===== src/rtl/spi_host.sv =====
// SPI-style frame initiator sharing the system clock: shifts a WIDTH-bit word out MSB-first under
// active-low select and captures the responder's miso stream with a fixed return latency.
module spi_host #(
  parameter int WIDTH    = 96,
  parameter int MISO_LAT = 1,
  parameter int GAP      = 2
) (
  input  logic             clk,
  input  logic             rst_n,
  input  logic             i_start,
  input  logic [WIDTH-1:0] i_tx_data,
  output logic             o_busy,
  output logic             o_done,
  output logic [WIDTH-1:0] o_rx_data,
  output logic             o_ss,
  output logic             o_mosi,
  input  logic             i_miso
);

  // state  | meaning
  // IDLE   | select high, waiting for i_start
  // SHIFT  | select low, one mosi bit per cycle for WIDTH cycles
  // DRAIN  | select high, collecting the last MISO_LAT returned bits
  // GAP    | select high, busy; result published in the first cycle

  typedef enum logic [1:0] {S_IDLE, S_SHIFT, S_DRAIN, S_GAP} state_t;

  localparam int CW = $clog2(WIDTH + 1);
  localparam int GW = $clog2(GAP + 1);
  localparam logic [CW-1:0] LAST_BIT = CW'(WIDTH - 1);
  localparam logic [CW-1:0] CNT_MAX  = CW'(WIDTH);
  localparam logic [GW-1:0] GAP_LD   = GW'(GAP - 1);
  localparam logic [1:0]    DRAIN_LD = (MISO_LAT > 0) ? 2'(MISO_LAT - 1) : 2'd0;

  state_t           state;
  logic [CW-1:0]    bit_cnt;
  logic [WIDTH-2:0] tx_sr;
  logic [WIDTH-1:0] rx_sr;
  logic [1:0]       drain_cnt;
  logic [GW-1:0]    gap_cnt;
  logic             done_pend;
  logic             cap_now;

  // A capture slot is a select-low cycle seen MISO_LAT cycles later.
  if (MISO_LAT == 0) begin : g_cap0
    assign cap_now = ~o_ss;
  end else begin : g_capn
    logic [MISO_LAT-1:0] ss_hist;
    always_ff @(posedge clk or negedge rst_n) begin
      if (!rst_n) begin
        ss_hist <= '0;
      end else begin
        ss_hist[0] <= ~o_ss;
        for (int i = 1; i < MISO_LAT; i++) ss_hist[i] <= ss_hist[i-1];
      end
    end
    assign cap_now = ss_hist[MISO_LAT-1];
  end

  always_ff @(posedge clk or negedge rst_n) begin
    if (!rst_n) begin
      state     <= S_IDLE;
      o_ss      <= 1'b1;
      o_mosi    <= 1'b0;
      o_busy    <= 1'b0;
      o_done    <= 1'b0;
      o_rx_data <= '0;
      tx_sr     <= '0;
      rx_sr     <= '0;
      bit_cnt   <= '0;
      drain_cnt <= '0;
      gap_cnt   <= '0;
      done_pend <= 1'b0;
    end else begin
      o_done <= 1'b0;
      if (cap_now) rx_sr <= {rx_sr[WIDTH-2:0], i_miso};

      case (state)
        S_IDLE: begin
          if (i_start) begin
            tx_sr   <= i_tx_data[WIDTH-2:0];
            bit_cnt <= '0;
            o_ss    <= 1'b0;
            o_mosi  <= i_tx_data[WIDTH-1];
            o_busy  <= 1'b1;
            state   <= S_SHIFT;
          end
        end
        S_SHIFT: begin
          if (bit_cnt != CNT_MAX) bit_cnt <= bit_cnt + 1'b1;
          if (bit_cnt == LAST_BIT) begin
            o_ss   <= 1'b1;
            o_mosi <= 1'b0;
            if (MISO_LAT == 0) begin
              state     <= S_GAP;
              gap_cnt   <= GAP_LD;
              done_pend <= 1'b1;
            end else begin
              state     <= S_DRAIN;
              drain_cnt <= DRAIN_LD;
            end
          end else begin
            o_mosi <= tx_sr[WIDTH-2];
            tx_sr  <= tx_sr << 1;
          end
        end
        S_DRAIN: begin
          if (drain_cnt == 2'd0) begin
            state     <= S_GAP;
            gap_cnt   <= GAP_LD;
            done_pend <= 1'b1;
          end else begin
            drain_cnt <= drain_cnt - 1'b1;
          end
        end
        S_GAP: begin
          // The last bit landed in rx_sr on the edge that entered GAP.
          if (done_pend) begin
            o_done    <= 1'b1;
            o_rx_data <= rx_sr;
            done_pend <= 1'b0;
          end
          if (gap_cnt == '0) begin
            state  <= S_IDLE;
            o_busy <= 1'b0;
          end else begin
            gap_cnt <= gap_cnt - 1'b1;
          end
        end
        default: state <= S_IDLE;
      endcase
    end
  end

endmodule


===== config.mk =====
export PLATFORM = sky130hd
export DESIGN_NAME = spi_host
export DESIGN_NICKNAME = d
export VERILOG_FILES = /design/src/rtl/spi_host.sv
export SDC_FILE = /design/constraint.sdc
export NUM_CORES = 1
export LEC_CHECK = 0
export BUFFER_PORTS_ARGS = -buffer_cell sky130_fd_sc_hd__buf_2
export CAP_MARGIN = 5
export CORE_MARGIN = 2
export CORE_UTILIZATION = 51
export CTS_CLUSTER_DIAMETER = 60
export DETAILED_ROUTE_END_ITERATION = 10
export PLACE_DENSITY = 0.76
export SLEW_MARGIN = 20
export SYNTH_ARGS = -nofsm -noshare
export SYNTH_HDL_FRONTEND = slang
export SYNTH_SLANG_ARGS = --single-unit

===== constraint.sdc =====
create_clock -name clk -period 1.8 [get_ports clk]
set_input_delay 0.09 -clock clk [delete_from_list [all_inputs] [get_ports clk]]
set_output_delay 0.09 -clock clk [all_outputs]
set_load 0.02 [all_outputs]

Word level (Yosys, flattened, before mapping)

Cells that the tools add are included.

Add/sub/neg operators: 3
Eq/ne operators: 13
Mux-type cells: 30
Bitwise logic cells: 1
Reductions and logical operators: 17

Operator list:

| cell                                                               | count |
|---|---|
| 95-bit two-way mux                                                 | 2 |
| 95-bit one-hot mux with 2 select lines                             | 1 |
| 3-bit AND reduction                                                | 6 |
| 2-bit two-way mux                                                  | 8 |
| 2-bit inequality test, second input constant                       | 8 |
| 7-bit two-way mux                                                  | 2 |
| 7-bit one-hot mux with 2 select lines                              | 1 |
| 1-bit two-way mux                                                  | 9 |
| 1-bit one-hot mux with 2 select lines                              | 4 |
| 2-bit one-hot mux with 2 select lines                              | 2 |
| 2-bit one-hot mux with 4 select lines                              | 1 |
| 2-bit nonzero test                                                 | 4 |
| 7-bit by 1-bit adder with 7-bit output, second input constant      | 1 |
| 7-bit == test, second input constant                               | 1 |
| 7-bit inequality test, second input constant                       | 1 |
| 2-bit zero test                                                    | 3 |
| 2-bit AND reduction                                                | 3 |
| 2-bit == test, second input constant                               | 2 |
| 4-bit AND reduction                                                | 1 |
| 2-bit by 1-bit subtractor with 2-bit output, second input constant | 2 |
| 2-bit by 1-bit == test with 1-bit output, second input constant    | 1 |
| 1-bit NOT                                                          | 1 |

Register bits after elaboration: 306
Input bits: 100
Output and inout port bits: 100
Word-level logic and storage cells: 77

Longest topological paths before layout

Gate-level depths: netlist of run 1.

Word-level depth: 3
Mapped depth: 9
Gate-level depth less buffers: 6

Worst setup path after synthesis of run 1

No wires, ideal clock.

Path type: register -> register
Start point: reg state[0]
End point: reg tx_sr[44]
Setup time: 137 ps
Data arrival time: 1,613 ps
Data required time: 1,663 ps
Slack: 50 ps
Stages on the path, launching flop included: 9
Buffers on the path: 3
Period minus slack after synthesis: 1,750 ps
Cell sequence: dfrtp_1 > inv_1 > ha_1 > buf_6 > mux2_4 > buf_6 > buf_1 > o22ai_1 > a21oi_1

Cells in the longest elaborated chain, start to end: 3
Elaborated cells between the ends (all ways): 7
Those cells by class: 3 x eq/ne; 1 x mux; 3 x reduce/logical

RTL lines:

| item                                                                         | line | RTL |
|---|---|---|
| start: declaration                                                           | 35   | `state_t state;` |
| start signal: assignment                                                     | 62   | `state <= S_IDLE;` |
| start signal: assignment                                                     | 86   | `state <= S_SHIFT;` |
| start signal: assignment                                                     | 95   | `state <= S_GAP;` |
| 2-bit by 1-bit == test with 1-bit output or 2-bit zero test (tied branches)  | 78   | `case (state)` |
| 2-bit inequality test (no source line) or 2-bit nonzero test (tied branches) | n/a  |  |
| 3-bit AND reduction (no source line)                                         | n/a  |  |
| end signal: assignment                                                       | 81   | `tx_sr <= i_tx_data[WIDTH-2:0];` |
| end signal: assignment                                                       | 104  | `tx_sr <= tx_sr << 1;` |
| end: declaration                                                             | 37   | `logic [WIDTH-2:0] tx_sr;` |

Several ways; a longest one is shown, not always the timed one.
A chain may end at the register's enable or synchronous reset.

Final worst setup path of run 1

Start point: reg state[0]
End point: reg tx_sr[58]

The elaborated chain is that of the path after synthesis.

==> results.json, run 1 <==
{
  "final_util_pct": 67.9,
  "grt_max_degree": 70,
  "drv_slew": 0,
  "cp_data_arrival_time_ns": 2.29,
  "synth-edff-count": 0,
  "layout_setup_ws_ns": -0.0429,
  "start_kind": "register",
  "design.core.area_sq_mm": 0.0242,
  "period_minus_slack_ns": 1.84,
  "syn_nets": 1073,
  "area_growth_pct": 30.9,
  "crit_buf_inv": 3,
  "clock-sinks": 306,
  "synth.most_common_cell": "dfrtp_1",
  "synthArstFlopShare_pct": 100,
  "ys_warn_count": 0,
  "drt_first_iter_violations": 700,
  "path_cells": "buf_4 > ha_4 > mux2_4 > o21ai_4 > buf_12 > buf_6 > o22ai_1 > a21oi_1",
  "placedCellCount": 1457,
  "numCtsBuffers": 31,
  "die_h_um": 161,
  "viasPerCell": 5.88,
  "synthCells": 965,
  "wl_per_cell_um": 18.8,
  "synth.avg_cell_area_sq_um": 13.0,
  "nNetsFinal": 1378,
  "grt_pass1_vias": 9554,
  "netlist_top_cells_count": "dfrtp_1 (305), mux2_2 (193), o22ai_1 (189)",
  "skew_ns": 0.00929,
  "cts.clk_slew.worst_paths_ns": 0.06,
  "yosysSeqAreaShare_pct": 60.9,
  "dr_wl_met3_um": 2020,
  "ys_types": 44,
  "path_max_fanout": 9,
  "max_slew_margin_pct": 65.0,
  "irDropWorstVdd_mv": 0.692,
  "ys.flop_type": "dfrtp_1",
  "root_buffer": "clkbuf_16",
  "pre_cts_ws_ns": 0.0118,
  "violations": "negative setup slack",
  "vias": 9495,
  "synth_area_sq_mm": 0.0126,
  "max_stage_delay_ns": 0.38,
  "ys_seq_elements": 306,
  "rows": 57,
  "design.portCount": 200,
  "initial_core_util_pct": 51.8,
  "rsz0062_at_grt": "true",
  "critical-path-top-delay-family": "buffers and inverters",
  "setup_tns_ns": -0.173,
  "n_fill_cell": 1664,
  "cpMaxStageDelayCell": "dfrtp_1",
  "power_mw": 14.0,
  "final_cell_count_no_fill": 1614,
  "grt_pass1_wl_um": 48500,
  "drc": 0,
  "maxUsedRoutingLayer": "met4",
  "portBuffers": 199,
  "place.gp.congestion": 0.798,
  "max-clock-path-buffers": 3,
  "cap_violations": 0,
  "yosys-top-cells-area": "dfrtp_1 (61%), mux2_2 (17%), o22ai_1 (9.4%)",
  "synthDominantCellAreaShare_pct": 60.7,
  "dr_wl_met2_um": 15000,
  "status": "finished with violations",
  "power_leakage_nw": 8.42,
  "antenna_left": 0,
  "hold_viol": 0,
  "grt.overflow.total": 0,
  "powerDensity_mw_per_mm2": 851,
  "crit_type": "reg2reg",
  "worst_slew_pin_slew_ns": 0.524,
  "grt_use_total_pct": 22.4,
  "fin_crit_sh_pct": 102,
  "clkLatencyLatePin_ns": 0.54,
  "cp.required_ns": 2.25,
  "die_x_um": 161,
  "dp.final_hpwl_um": 17400,
  "wl_met1_um": 12500,
  "fmax_ghz": 0.543,
  "drt-total-wl_um": 30300,
  "synth_top_cell_by_area": "dfrtp_1",
  "antenna_found_initial": 0,
  "diodes": 0,
  "die-area_sq_mm": 0.0259,
  "critPathCaptureType": "register",
  "htree_levels": 1,
  "drtPass1Iterations": 5,
  "finalSetupViolations": 8,
  "hp-class": "in2async",
  "layout-drive-gt1-share_pct": 40.3,
  "cts_tree": "built"
}
## worst register-to-register path, cell delays in order, from the launching register on
cell     delay (ns)
dfrtp_1        0.38
buf_4          0.15
ha_4           0.18
mux2_4         0.32
o21ai_4        0.08
buf_12         0.18
buf_6          0.16
o22ai_1        0.08
a21oi_1        0.22
## registers in the layout, summed over array words and instances (netlist names), 2 cells and up
name,count
tx_sr,95
rx_sr,96
o_rx_data,96
drain_cnt,2
state,2
bit_cnt,7
gap_cnt,2
## report_power, final
group	total [mW]	switching (mW)	internal (mW)
registers	6.88	0	6.88
logic	0.465	0.216	0.249
clock network	6.66	2.57	4.09
## path summary, 6_finish.rpt
kind                           from   endpoint  slack, ns  cells past startpoint
max in group asynchronous     rst_n  tx_sr[36]       1.04                      3
hold / removal                rst_n  rx_sr[37]       0.06                      2
hold reg to reg                o_ss    cap_now       0.47                      1
min in group clk             i_miso   rx_sr[0]       0.32                      3
setup reg to reg           state[0]  tx_sr[58]      -0.04                      8
setup / recovery           state[0]  tx_sr[58]      -0.04                      8
## final cells by class
type | count | area [sq um] | area share (%)
clock inverter | 11 | 184 | 1.12
clock buffer | 42 | 877 | 5.33
inverter | 17 | 63.8 | 0.388
multi-input combinational | 565 | 4570 | 27.8
tap | 324 | 405 | 2.46
sequential | 306 | 7660 | 46.6
timing repair buffer | 349 | 2700 | 16.4
## layer usage
metal | vias up | track usage [%]
met5 | - | 0
met4 | 0 | 5.72
met3 | 72 | 4.03
met2 | 386 | 38.3
met1 | 4764 | 30.0
li1 | 4273 | -
## stage by stage
step                      hold slack, ns  cell area (sq um)
after floorplan                   -0.206              12600
after global placement            0.0302              14100
after detailed placement          0.0317              14100
after CTS                         0.0546              16200
after global routing              0.0767              16500
final                             0.0553              16500
## cells in the final DEF, fill, tap and decap left out, types with 3 or more instances in the layout
cell type / n
a21oi_1: 98
a21oi_2: 4
buf_12: 20
buf_2: 198
buf_4: 24
buf_6: 4
bufinv_16: 5
clkbuf_1: 5
clkbuf_16: 34
clkbuf_8: 6
clkinv_2: 5
dfrtp_1: 304
dlygate4sd3_1: 99
ha_1: 5
inv_1: 15
mux2_2: 193
mux2i_1: 3
nand2_1: 14
nand3_1: 6
nor2_1: 7
o21ai_0: 9
o22ai_1: 177
o22ai_2: 12
## what timing repair did
| action | CTS | global route |
|---|---|---|
| buffers inserted | 0 | 1 |
| hold buffers | 99 | 0 |
| pin swaps | 1 | 9 |
| endpoints found under the hold margin | 404 | 0 |
| gates resized for setup | 5 | 28 |
| setup endpoints to repair | 5 | 91 |
| cloned | 0 | 4 |
## cells by family after synthesis
kind of cell	share of synthesized area, %
compound gates	15.1
flops	60.9
mux	17.6
buf+inv	3.73
simple gates	1.75
fa+ha+maj	0.796
No activity file was read; power rests on OpenSTA's default activity.
==> run 2: changes to the inputs <==
Settings changed: CORE_ASPECT_RATIO from default to 0.8, CORE_UTILIZATION 51 to 53, CTS_BUF_LIST from default to sky130_fd_sc_hd__clkbuf_4 sky130_fd_sc_hd__clkbuf_8, PLACE_DENSITY 0.76 to 0.78.
==> run 2 against run 1 <==
Compared with the run above:
- the run still ends with negative setup slack left
- setup slack lost 0.042 ns
- worst hold slack improved by 0.037 ns
- clock skew rose by 0.021 ns
- first-iteration DRC count is 2.1% higher
- non-clock buffer count grew 28
- critical path type unchanged
- largest cell class unchanged
- sequential cell count unchanged
- critical endpoint is now tx_sr[82]
- die area decreased by 3.7%
- count of clock-buffer cells in the layout increased by 32
- final cell count up 2.7%
- combinational power grew 5.6%
- register-to-register slack lost 0.04 ns
==> results.json, run 2 (synthesis results as in run 1) <==
{
  "irDropWorstVdd_mv": 0.783,
  "drc": 0,
  "layout-drive-gt1-share_pct": 48.3,
  "rows": 50,
  "violations": "negative setup slack",
  "final_common_cell": "dfrtp_1",
  "cp_data_arrival_time_ns": 2.35,
  "path_max_fanout": 8,
  "fmax_ghz": 0.531,
  "die_h_um": 142,
  "design.portCount": 200,
  "htree_levels": 2,
  "max_slew_margin_pct": 59.5,
  "critPathCaptureType": "register",
  "grt_max_degree": 89,
  "dp.final_hpwl_um": 18100,
  "die-area_sq_mm": 0.0250,
  "grt_pass1_wl_um": 49600,
  "antenna_left": 0,
  "max_stage_delay_ns": 0.40,
  "power_leakage_nw": 8.66,
  "finalSetupViolations": 56,
  "worst_slew_pin_slew_ns": 0.607,
  "placedCellCount": 1460,
  "drtPass1Iterations": 5,
  "whs_ns": 0.0923,
  "crit_type": "reg2reg",
  "rsz0062_at_grt": "true",
  "place.gp.congestion": 0.783,
  "skew_ns": 0.0306,
  "start_kind": "register",
  "cp.required_ns": 2.26,
  "grt.overflow.total": 0,
  "final_cell_mix": "dfrtp_1 (304), buf_2 (198), mux2_2 (193), o22ai_1 (135), dlygate4sd3_1 (99)",
  "hold_viol": 0,
  "viasPerCell": 6.00,
  "path_cells": "buf_6 > ha_4 > mux2_4 > o21ai_4 > buf_12 > buf_8 > o22ai_2 > a21oi_2",
  "drt-total-wl_um": 34500,
  "max-clock-path-buffers": 3,
  "area_growth_pct": 36.2,
  "clkLatencyLatePin_ns": 0.57,
  "numCtsBuffers": 47,
  "initial_core_util_pct": 53.9,
  "vias": 9943,
  "cts_tree": "built",
  "status": "finished with violations",
  "drv_slew": 0,
  "powerDensity_mw_per_mm2": 770,
  "grt_use_total_pct": 24.5,
  "cts.clk_slew.worst_paths_ns": 0.06,
  "hp-class": "in2async",
  "setup_tns_ns": -1.78,
  "design.core.area_sq_mm": 0.0233,
  "critical-path-top-delay-family": "buffers and inverters",
  "grt_pass1_vias": 9631,
  "crit_buf_inv": 3,
  "power_mw": 13.2,
  "clock-sinks": 306,
  "root_buffer": "clkbuf_8",
  "antenna_found_initial": 1,
  "largest_registers": "o_rx_data x96, rx_sr x96, tx_sr x95",
  "layout_setup_ws_ns": -0.0847,
  "portBuffers": 199,
  "nNetsFinal": 1422,
  "die_x_um": 176,
  "cpMaxStageDelayCell": "dfrtp_1",
  "cap_violations": 0,
  "fin_crit_sh_pct": 105,
  "drt_first_iter_violations": 715,
  "wl_per_cell_um": 20.8,
  "period_minus_slack_ns": 1.88,
  "final_cell_count_no_fill": 1658
}
## run 2: metal layers
metal | vias to the layer above | global-route usage, % | part of all wire, %
li1 | 4370 | - | -
met5 | - | 0 | 0
met4 | 0 | 8.79 | 3.5
met1 | 4949 | 32.4 | 40
met3 | 107 | 5.01 | 6.8
met2 | 517 | 40.4 | 49
## run 2: metrics by stage
step | util [%] | setup slack [ns] | cell area, sq um
finish | 73.4 | -0.0847 | 17100
global route | 73.4 | -0.180 | 17100
CTS | 69.7 | 0.000688 | 16300
detailed placement | 61.3 | -0.00793 | 14300
global placement | 61.3 | 0.0690 | 14300
floorplan | - | 0.0499 | 12600
## run 2: worst register-to-register path: cells and delay by family, from the launching register on
family,cells,cell delay (ns)
mux,1,0.32
flops,1,0.40
buf+inv,3,0.51
compound gates,3,0.40
fa+ha+maj,1,0.17
## run 2: where the power goes
group | switching, mW | internal, mW | total [mW]
Combinational | 0.231 | 0.259 | 0.491
Sequential | 0 | 6.88 | 6.88
Clock | 2.64 | 3.17 | 5.81
## run 2: final timing paths
path / from / to / slack [ns] / cells past startpoint
max in group asynchronous: rst_n / tx_sr[15] / 0.98 / 3
min in group clk: i_miso / rx_sr[0] / 0.33 / 3
hold / removal: rst_n / o_rx_data[62] / 0.09 / 2
hold reg to reg: o_ss / cap_now / 0.48 / 1
setup / recovery: state[0] / tx_sr[82] / -0.08 / 8
setup reg to reg: state[0] / tx_sr[82] / -0.08 / 8
## run 2: repair_timing
| action | CTS | global route |
|---|---|---|
| setup endpoints to repair | 15 | 128 |
| hold buffers | 99 | 0 |
| setup buffers | 1 | 6 |
| gates resized for setup | 3 | 109 |
| pin swaps | 5 | 92 |
| hold endpoints to repair | 394 | 0 |
| cloned | 0 | 11 |
## run 2: cell type report
| class | count | area, sq um |
|---|---|---|
| tap | 312 | 390 |
| multi-input combinational | 565 | 4980 |
| fill | 1404 | 6220 |
| clock inverter | 5 | 41.3 |
| sequential | 306 | 7660 |
| antenna | 2 | 5.00 |
| inverter | 17 | 63.8 |
| clock buffer | 74 | 900 |
| timing repair buffer | 377 | 3070 |
==> run 3: changes to the inputs <==
Settings changed: CORE_MARGIN 2 to 1.5, CORE_UTILIZATION 53 to 50, PLACE_DENSITY 0.78 to 0.75.
==> run 3 against run 2 <==
Compared with the run above:
- the flow finishes with violations (design-rule violations, negative setup slack)
- maximum frequency increased by 1.9%
- combinational power decreased by 4.1%
- sequential share of layout area increased by 1.0 points
- first-iteration DRC count is 2.9% lower
- sequential power about the same
- sequential cell count is the same
- die area increased by 4.5%
- power rose by 1.5%
- largest power group unchanged
==> results.json, run 3 (synthesis results as in run 1) <==
{
  "layout-drive-gt1-share_pct": 44.9,
  "fin_crit_sh_pct": 103,
  "stdcell_area_sq_mm": 0.0167,
  "max-clock-path-buffers": 3,
  "portBuffers": 199,
  "initial_core_util_pct": 51.3,
  "violations": "design-rule violations, negative setup slack",
  "drtPass1Iterations": 10,
  "start_kind": "register",
  "fmax_ghz": 0.541,
  "cts_tree": "built",
  "drv_slew": 0,
  "wl_per_cell_um": 18.6,
  "diodes": 0,
  "finalSetupViolations": 9,
  "crit_type": "reg2reg",
  "rows": 51,
  "dpl_cell_area_sq_mm": 0.0142,
  "cap_violations": 0,
  "n_fill_cell": 1690,
  "critPathCaptureType": "register",
  "grt_max_degree": 63,
  "nNetsFinal": 1407,
  "cts.clk_slew.worst_paths_ns": 0.07,
  "worst_slew_pin_slew_ns": 0.527,
  "skew_ns": 0.0343,
  "powerDensity_mw_per_mm2": 799,
  "layout_setup_ws_ns": -0.0494,
  "final_common_cell": "dfrtp_1",
  "rsz0062_at_grt": "true",
  "grt_use_total_pct": 22.0,
  "htree_levels": 2,
  "largest_registers": "o_rx_data x96, rx_sr x96, tx_sr x95",
  "viasPerCell": 5.84,
  "antenna_left": 0,
  "period_minus_slack_ns": 1.85,
  "hp-class": "in2async",
  "vias": 9645,
  "grt.overflow.total": 0,
  "area_growth_pct": 33.2,
  "numCtsBuffers": 48,
  "placedCellCount": 1458,
  "drt-total-wl_um": 30700,
  "die_h_um": 145,
  "irDropWorstVdd_mv": 0.698,
  "power_leakage_nw": 8.57,
  "cp.required_ns": 2.23,
  "place.gp.congestion": 0.774,
  "die_x_um": 180,
  "root_buffer": "clkbuf_8",
  "clkLatencyLatePin_ns": 0.56,
  "hold_viol": 0,
  "drt_first_iter_violations": 694,
  "final_cell_mix": "dfrtp_1 (304), buf_2 (198), mux2_2 (193), o22ai_1 (157), dlygate4sd3_1 (99)",
  "dp.final_hpwl_um": 17400,
  "drc": 9,
  "clock-sinks": 306,
  "status": "finished with violations",
  "antenna_found_initial": 0,
  "final_cell_count_no_fill": 1651,
  "max_slew_margin_pct": 64.9,
  "path_max_fanout": 33,
  "design.portCount": 200,
  "die-area_sq_mm": 0.0261,
  "grt_pass1_vias": 9355,
  "design.core.area_sq_mm": 0.0245,
  "cp_data_arrival_time_ns": 2.28,
  "grt_pass1_wl_um": 47300
}
==> run 3: cell count changes in the layout (fill, tap and decap cells not counted), sizes merged <==
cell	delta
buf	-14
clkinv	+8
clkbuf	-5
diode	-2
==> run 3: per-stage QoR <==
stage | hold WS [ns] | power [mW] | TNS, ns | utilization, % | worst slack, ns
5_1_grt | 0.0541 | 13.9 | -1.95 | 68.3 | -0.107
2_1_floorplan | -0.206 | 7.02 | 0 | - | 0.0499
3_3_place_gp | 0.0345 | 7.29 | 0 | 58.0 | 0.0470
4_1_cts | 0.0213 | 13.5 | -0.0354 | 66.1 | -0.0252
3_5_place_dp | 0.0363 | 7.30 | -0.00416 | 58.0 | -0.00416
6_report | 0.0472 | 13.4 | -0.185 | 68.3 | -0.0494
==> run 3: worst max-delay path: stages (launching register included) <==
cell	delay [ns]
dfrtp_1	0.40
buf_6	0.13
ha_4	0.17
mux2_4	0.31
buf_4	0.18
buf_12	0.17
o22ai_1	0.26
a21oi_1	0.09
==> run 3: final cells by class <==
class	instances	area [sq um]	area share, %
flip-flops and latches	306	7660	45.8
multi-input cells	565	4780	28.5
repair buffers	361	2840	17.0
clock buffers	71	915	5.46
well taps	318	398	2.38
clock inverters	13	82.6	0.493
inverters	17	63.8	0.381
==> run 3: routing by layer <==
layer	track usage [%]	routed length (um)
met2	35.6	14700
met3	4.45	1930
met1	30.1	13200
met4	7.34	866
met5	0	0
==> run 3: final timing paths <==
check | start | end | slack [ns] | depth (start not counted)
max in group asynchronous | rst_n | tx_sr[4] | 0.94 | 3
setup / recovery | state[0] | tx_sr[54] | -0.05 | 7
hold reg to reg | o_ss | cap_now | 0.49 | 1
setup reg to reg | state[0] | tx_sr[54] | -0.05 | 7
hold / removal | rst_n | o_rx_data[59] | 0.05 | 2
min in group clk | i_tx_data[59] | tx_sr[59] | 0.33 | 4
==> run 3: power by group <==
| group | leakage [nW] | internal, mW | switching (mW) |
|---|---|---|---|
| combinational | 3.79 | 0.250 | 0.221 |
| clock | 0.534 | 3.28 | 2.75 |
| sequential | 4.25 | 6.88 | 0 |
==> run 3: repair_timing <==
item | in CTS | in global routing
endpoints found under the hold margin | 404 | 0
endpoints found under the setup margin | 23 | 94
hold buffers | 99 | 0
pin swaps | 5 | 59
gates resized for setup | 5 | 60
cloned | 0 | 7
setup buffers | 0 | 4
